`config.mk`:
```
export PLATFORM = sky130hd
export DESIGN_NAME = pterm_stream_decoder
export DESIGN_NICKNAME = d
export VERILOG_FILES = /design/src/rtl/pterm_stream_decoder.sv
export SDC_FILE = /design/constraint.sdc
export NUM_CORES = 1
export LEC_CHECK = 0
export BUFFER_PORTS_ARGS = -buffer_cell sky130_fd_sc_hd__buf_2
export CORE_UTILIZATION = 62
export CTS_CLUSTER_SIZE = 40
export DETAILED_ROUTE_END_ITERATION = 8
export GPL_TIMING_DRIVEN = 0
export PLACE_DENSITY = 0.84
export REMOVE_ABC_BUFFERS = 1
export SKIP_CTS_REPAIR_TIMING = 1
export SLEW_MARGIN = 30
export SYNTH_ARGS = -nofsm -noshare
export SYNTH_HDL_FRONTEND = slang
export SYNTH_SLANG_ARGS = --single-unit
```
`constraint.sdc`:
```
create_clock -name clock -period 5.51 [get_ports clock]
set_input_delay 0.8265 -clock clock [delete_from_list [all_inputs] [get_ports clock]]
set_output_delay 0.8265 -clock clock [all_outputs]
set_load 0.02 [all_outputs]
```
`src/rtl/pterm_stream_decoder.sv`:
```
// Serial product-term configuration decoder: assembles each term's bits as they
// stream in and emits the inverted (enable) vector with lab/macrocell/term tags.
module pterm_stream_decoder #(
   parameter int NUM_LABS             = 2,
   parameter int MACROCELLS_PER_LAB   = 16,
   parameter int PTERMS_PER_MACROCELL = 5,
   parameter int BITS_PER_PTERM       = 88,
   parameter int LAB_W = (NUM_LABS > 1) ? $clog2(NUM_LABS) : 1,
   parameter int MC_W  = (MACROCELLS_PER_LAB > 1) ? $clog2(MACROCELLS_PER_LAB) : 1,
   parameter int PT_W  = (PTERMS_PER_MACROCELL > 1) ? $clog2(PTERMS_PER_MACROCELL) : 1,
   parameter int BIT_W = (BITS_PER_PTERM > 1) ? $clog2(BITS_PER_PTERM) : 1
) (
   input  logic                      clock,
   input  logic                      reset,
   input  logic                      start,
   input  logic                      in_bit,
   input  logic                      in_valid,
   output logic                      in_ready,
   output logic [BITS_PER_PTERM-1:0] out_enable,
   output logic [LAB_W-1:0]          out_lab,
   output logic [MC_W-1:0]           out_macrocell,
   output logic [PT_W-1:0]           out_pterm,
   output logic                      out_valid,
   input  logic                      out_ready,
   output logic                      busy,
   output logic                      done
);

   typedef enum logic [1:0] {IDLE, LOAD, DRAIN, DONE} state_t;

   state_t                    state_q, state_d;
   logic [BIT_W-1:0]          bit_q, bit_d;
   logic [PT_W-1:0]           pt_q, pt_d;
   logic [MC_W-1:0]           mc_q, mc_d;
   logic [LAB_W-1:0]          lab_q, lab_d;
   logic [BITS_PER_PTERM-1:0] asm_q, asm_d;
   logic [BITS_PER_PTERM-1:0] oen_q, oen_d;
   logic [LAB_W-1:0]          olab_q, olab_d;
   logic [MC_W-1:0]           omc_q, omc_d;
   logic [PT_W-1:0]           opt_q, opt_d;
   logic                      oval_q, oval_d;
   logic                      done_q;

   logic bit_last, pt_last, mc_last, lab_last;
   logic accept, complete;

   assign bit_last = (bit_q == BIT_W'(BITS_PER_PTERM - 1));
   assign pt_last  = (pt_q  == PT_W'(PTERMS_PER_MACROCELL - 1));
   assign mc_last  = (mc_q  == MC_W'(MACROCELLS_PER_LAB - 1));
   assign lab_last = (lab_q == LAB_W'(NUM_LABS - 1));

   // Only the completing bit waits for the output slot; earlier bits keep flowing.
   assign in_ready = (state_q == LOAD) && !(bit_last && oval_q && !out_ready);
   assign accept   = in_valid && in_ready;
   assign complete = accept && bit_last;

   always_comb begin
      state_d = state_q;
      bit_d   = bit_q;
      pt_d    = pt_q;
      mc_d    = mc_q;
      lab_d   = lab_q;
      asm_d   = asm_q;
      oen_d   = oen_q;
      olab_d  = olab_q;
      omc_d   = omc_q;
      opt_d   = opt_q;
      oval_d  = oval_q;

      case (state_q)
         IDLE: begin
            if (start) begin
               state_d = LOAD;
               bit_d   = '0;
               pt_d    = '0;
               mc_d    = '0;
               lab_d   = '0;
               asm_d   = '0;
            end
         end
         LOAD: begin
            if (accept) begin
               for (int unsigned i = 0; i < BITS_PER_PTERM; i++) begin
                  if (bit_q == BIT_W'(i)) asm_d[i] = in_bit;
               end
               if (!bit_last) begin
                  bit_d = bit_q + BIT_W'(1);
               end else begin
                  bit_d = '0;
                  if (!pt_last) begin
                     pt_d = pt_q + PT_W'(1);
                  end else begin
                     pt_d = '0;
                     if (!mc_last) begin
                        mc_d = mc_q + MC_W'(1);
                     end else begin
                        mc_d = '0;
                        lab_d = lab_last ? '0 : lab_q + LAB_W'(1);
                        if (lab_last) state_d = DRAIN;
                     end
                  end
               end
            end
         end
         DRAIN: begin
            if (!oval_q || out_ready) state_d = DONE;
         end
         DONE: state_d = IDLE;
         default: state_d = IDLE;
      endcase

      // A completing term takes priority over the drain of the previous one.
      if (complete) begin
         oen_d  = ~asm_d;
         olab_d = lab_q;
         omc_d  = mc_q;
         opt_d  = pt_q;
         oval_d = 1'b1;
      end else if (oval_q && out_ready) begin
         oval_d = 1'b0;
      end
   end

   always_ff @(posedge clock) begin
      if (reset) begin
         state_q <= IDLE;
         bit_q   <= '0;
         pt_q    <= '0;
         mc_q    <= '0;
         lab_q   <= '0;
         asm_q   <= '0;
         oen_q   <= '0;
         olab_q  <= '0;
         omc_q   <= '0;
         opt_q   <= '0;
         oval_q  <= 1'b0;
         done_q  <= 1'b0;
      end else begin
         state_q <= state_d;
         bit_q   <= bit_d;
         pt_q    <= pt_d;
         mc_q    <= mc_d;
         lab_q   <= lab_d;
         asm_q   <= asm_d;
         oen_q   <= oen_d;
         olab_q  <= olab_d;
         omc_q   <= omc_d;
         opt_q   <= opt_d;
         oval_q  <= oval_d;
         done_q  <= (state_q == DONE);
      end
   end

   assign out_enable    = oen_q;
   assign out_lab       = olab_q;
   assign out_macrocell = omc_q;
   assign out_pterm     = opt_q;
   assign out_valid     = oval_q;
   assign busy          = (state_q != IDLE);
   assign done          = done_q;

endmodule

```
* Yosys cells after proc, flatten, opt, wreduce, memory -nomap -nowiden
Cells that the tools add are included.
** Word-level totals
- Word-level logic and storage cells :: 259
- Output and inout bits :: 100
- Bits in registers :: 203
- Bits of input ports :: 6
** Cells by class
- Reduce and logical (&&, ||, !) cells :: 20
- Multiplexer cells :: 123
- $add $sub $neg :: 4
- Equal/unequal tests :: 99
- Bitwise operators :: 1
** Operators with widths (number)
- == test 7 x 6 -> 1 bit, second input constant :: 32
- 2-to-1 mux 88 bit :: 2
- case mux 88 bit (2 select lines) :: 1
- == test 7 bit, second input constant :: 24
- == test 7 x 5 -> 1 bit, second input constant :: 16
- 2-to-1 mux 1 bit :: 96
- NOT 88 bit :: 1
- == test 7 x 4 -> 1 bit, second input constant :: 8
- == test 7 x 3 -> 1 bit, second input constant :: 4
- 2-to-1 mux 7 bit :: 3
- 2-to-1 mux 4 bit :: 5
- == test 7 x 2 -> 1 bit, second input constant :: 2
- 2-to-1 mux 2 bit :: 7
- inequality test 2 bit, second input constant :: 7
- case mux 7 bit (2 select lines) :: 1
- 2-to-1 mux 3 bit :: 4
- case mux 2 bit (4 select lines) :: 1
- case mux 4 bit (2 select lines) :: 1
- adder 7 x 1 -> 7 bit, second input constant :: 1
- == test 7 x 1 -> 1 bit, second input constant :: 1
- logical NOT 7 bit :: 1
- AND reduction 7 bit :: 1
- logical AND 1 bit :: 6
- case mux 3 bit (2 select lines) :: 1
- other kinds (16) :: 21

* Longest topological paths before layout
- Word-level depth :: 9
- Depth in mapped cells :: 10

* Least setup slack after synthesis
Ideal clock, no wire load.
- Path type :: input-to-output
- From :: input port out_ready
- To :: output port in_ready
- Buffers on the path :: 0
- Path slack :: 3.141 ns
- Stages on the path :: 3
- Data arrival time :: 1.542 ns
- Data required time :: 4.683 ns
- Cells stage by stage :: nand2b_1 -> nor3_1 -> nor2b_1
** Between the ends
- Word-level cells in the longest chain between the ends :: 4
** Ends and longest elaborated chain
- from (decl) :: line 24 : input logic out_ready,
- logical NOT 1 bit :: line 53 : assign in_ready = (state_q == LOAD) && !(bit_last && oval_q && !out_ready);
- logical AND 1 bit :: line 53
- logical NOT 1 bit :: line 53
- logical AND 1 bit :: line 53
- to (decl) :: line 18 : output logic in_ready,
No other way between the ends.

* Final worst setup path
- From :: register bit_q[0]
- To :: output port in_ready
** Between the ends
- Word-level cells in the longest chain between the ends :: 5
** Ends and longest elaborated chain
- from (decl) :: line 32 : logic [BIT_W-1:0] bit_q, bit_d;
- from (signal assigned) :: line 140 : bit_q <= bit_d;
- == test 7 bit :: line 47 : assign bit_last = (bit_q == BIT_W'(BITS_PER_PTERM - 1));
- logical AND 1 bit (2 in series) :: line 53
- logical NOT 1 bit :: line 53
- logical AND 1 bit :: line 53
No other way between the ends.

==> run metrics <==
Tcrit/Tclk final=0.6757; DR pass1 iterations=5; status=finished clean; Worst-path clk slew=60 ps; largest family of logic cells by synthesized area=simple AND/OR/NAND/NOR gates; R2R depth=8; Worst-Skew Late Latency=around 480 ps; GRT overflow=0; Post-Synthesis Cells=1,042; die height=119.1 um; top cells by area, synth=dfxtp_1 48%, nor2_1 7.5%, nand2_1 7.1%, a21oi_1 6.7%, a21o_1 2.6%; Total GRT Usage=0.2866; Critical Path AT=2900 ps; post-layout min period=3723 ps; XOR/XNOR Fraction of Synth Area=0.006186; Synth-to-Final Area Change=14.91%; core area=13,300 um2; pin count of the biggest net entering global routing=79; unrepaired setup endpoints after global routing=false; CP Cell Sequence=ha_1, nand3b_1, nor3_1, nor2b_1, buf_2; Worst Skew=between 10 and 15 ps; final WL=20,640 um; worst r2r dst=out_enable[64]; CTS tree=built; fin cells=around 1,300; Critical Path RT=4680 ps; R2R setup slack=2070 ps; synthesized cell area=8494 um2; fmax=0.2686 GHz; most frequent cells in the layout=203 x dfxtp_1, 169 x nor2_1, 160 x nand2_1; Final setup viols=0; Synth Area in Compound Gates=0.2081; Crit. End Element=output port; Post-Synth Simple-Gate Area=0.2371; HP Class=flop to flop; Fill cells=1,035; final setup TNS=0 ps; average vias per placed instance=5.966; dpl hpwl=between 10,000 and 15,000 um; FFs w/ async S/R, synth=0; Slew Viols, Final=0; Synth Flop Type=dfxtp_1; Nets=1,125; Max Buffers Root-to-Sink=3; GPL Wtd Cong=roughly 0.84; chip width=about 120 um; initial antenna violation count=0; sequential area share after synthesis=0.4784; Antenna Nets Post-Route=0; Rows=42; Yosys top cell by area=dfxtp_1; EDFF count, synth=0; Leakage=~0.0038 uW; Starting Density=0.6389; Peak VDD IR=0.0002825 V; Die ar.=about 14,000 um2; post-synth top area share=0.4784; n_diodes=0; Seq cells post-synth=203; area share of fa/ha/maj cells after synthesis=0.01620; MaxCap Viol Count=0; worst setup path end=in_ready; post-synth cell types=58; actual slew at the worst max-slew pin=roughly 960 ps; R2R Path Start=bit_q[0]; CTS sink cnt=203; H-tree Lvls=1; worst setup path category=flop to output port; Worst setup SP type=flop; Routed WL per cell=15.95 um; CP max-delay cell=nor3_1; Warnings, synthesis=0; slew margin rel.=0.3535; DRT iter0 DRCs=around 600; share of cells above drive strength 1=0.1592; # port buffers=105; commonest non-fill, non-tap cell in the layout=dfxtp_1; max incr delay on CP=570 ps; Num CTS Buffers=21; final hold vios=0; mux share of post-synthesis cell area=0.004861; vias in the first global route=6,876; CP startpoint=bit_q[0]; Max Fanout on Critical Path=13; first-pass GRT wire length=33,590 um; root buf cell=clkbuf_16; Power Density=339.4 nW/um2; syn avg cell area=8.152 um2; DRC viols=0; io pins=roughly 110; placed insts=1,261; via count=7,720
[routing by layer]
| layer | global-route usage | vias up | routed length (um) |
|---|---|---|---|
| li1 | - | 3720 | - |
| met1 | 0.3930 | 3633 | 8984 |
| met2 | 0.4637 | 327 | 9677 |
| met3 | 0.04071 | 40 | 1567 |
| met4 | 0.09415 | 0 | 410 |
| met5 | 0 | - | 0 |
[cells by family (layout without fill, tap and decap cells)]
family,count (synthesis),count (layout)
AO/OA/AOI/OAI,273,273
XOR/XNOR,6,6
adder cells (fa/ha/maj),11,11
buffers and inverters,99,175
flip-flops,203,203
multiplexers,4,4
AND/OR/NAND/NOR,446,446
[cell usage after synthesis, types with 11 or more instances]
cell type,number
o211ai_1,28
dfxtp_1,203
a21oi_1,114
a211oi_1,18
o21a_1,23
a21o_1,29
nor2_1,169
clkbuf_1,56
nor3_1,33
ha_1,11
nand3_1,16
nand2_1,160
buf_2,27
[critical path, delay by kind of cell, from the launching register on]
| family | cells | cell delay, ps |
|---|---|---|
| adder cells (fa/ha/maj) | 1 | 510 |
| buffers and inverters | 1 | 190 |
| flip-flops | 1 | 440 |
| AND/OR/NAND/NOR | 3 | 1270 |
[report_power, final]
part           leakage, uW  internal (uW)  switching [uW]
Combinational      0.00184            158             395
Sequential         0.00163           1480            16.9
Clock             0.000289            724             536
Total              0.00377           2360             949
[worst min-delay path by stage]
| stage | start | to | slack [ps] | depth (start not counted) |
|---|---|---|---|---|
| finish | out_enable[66] | out_enable[66] | 450 | 2 |
| CTS | out_enable[66] | out_enable[66] | 450 | 2 |
| global placement | flop | out_enable[21] | 430 | 1 |
| detailed placement | out_enable[66] | out_enable[66] | 440 | 2 |
| global route | out_enable[66] | out_enable[66] | 470 | 2 |
| floorplan | flop | out_enable[20] | 420 | 1 |
[stage by stage]
step / util / area (um2) / power, uW / setup slack, ps / hold slack (ps)
floorplan: - / 8115 / 1846 / -5077 / 419.2
finish: 0.7341 / 9761 / 3312 / 1787 / 453.0
global placement: 0.6665 / 8861 / 1997 / -10320 / 431.1
detailed placement: 0.6876 / 9141 / 2062 / 2290 / 444.3
global route: 0.7341 / 9761 / 3421 / 1749 / 469.1
CTS: 0.7324 / 9738 / 3302 / 1899 / 452.3
[layout make-up]
cell class	count	area [um2]	area share
clock buffer	30	579.3	0.05935
clock inverter	3	17.52	0.001795
inverter	10	37.54	0.003846
multi-input combinational	740	4064	0.4164
sequential	203	4064	0.4164
tap	176	220.2	0.02256
timing repair buffer	132	778.2	0.07973
(Power assumes the default switching activity.)
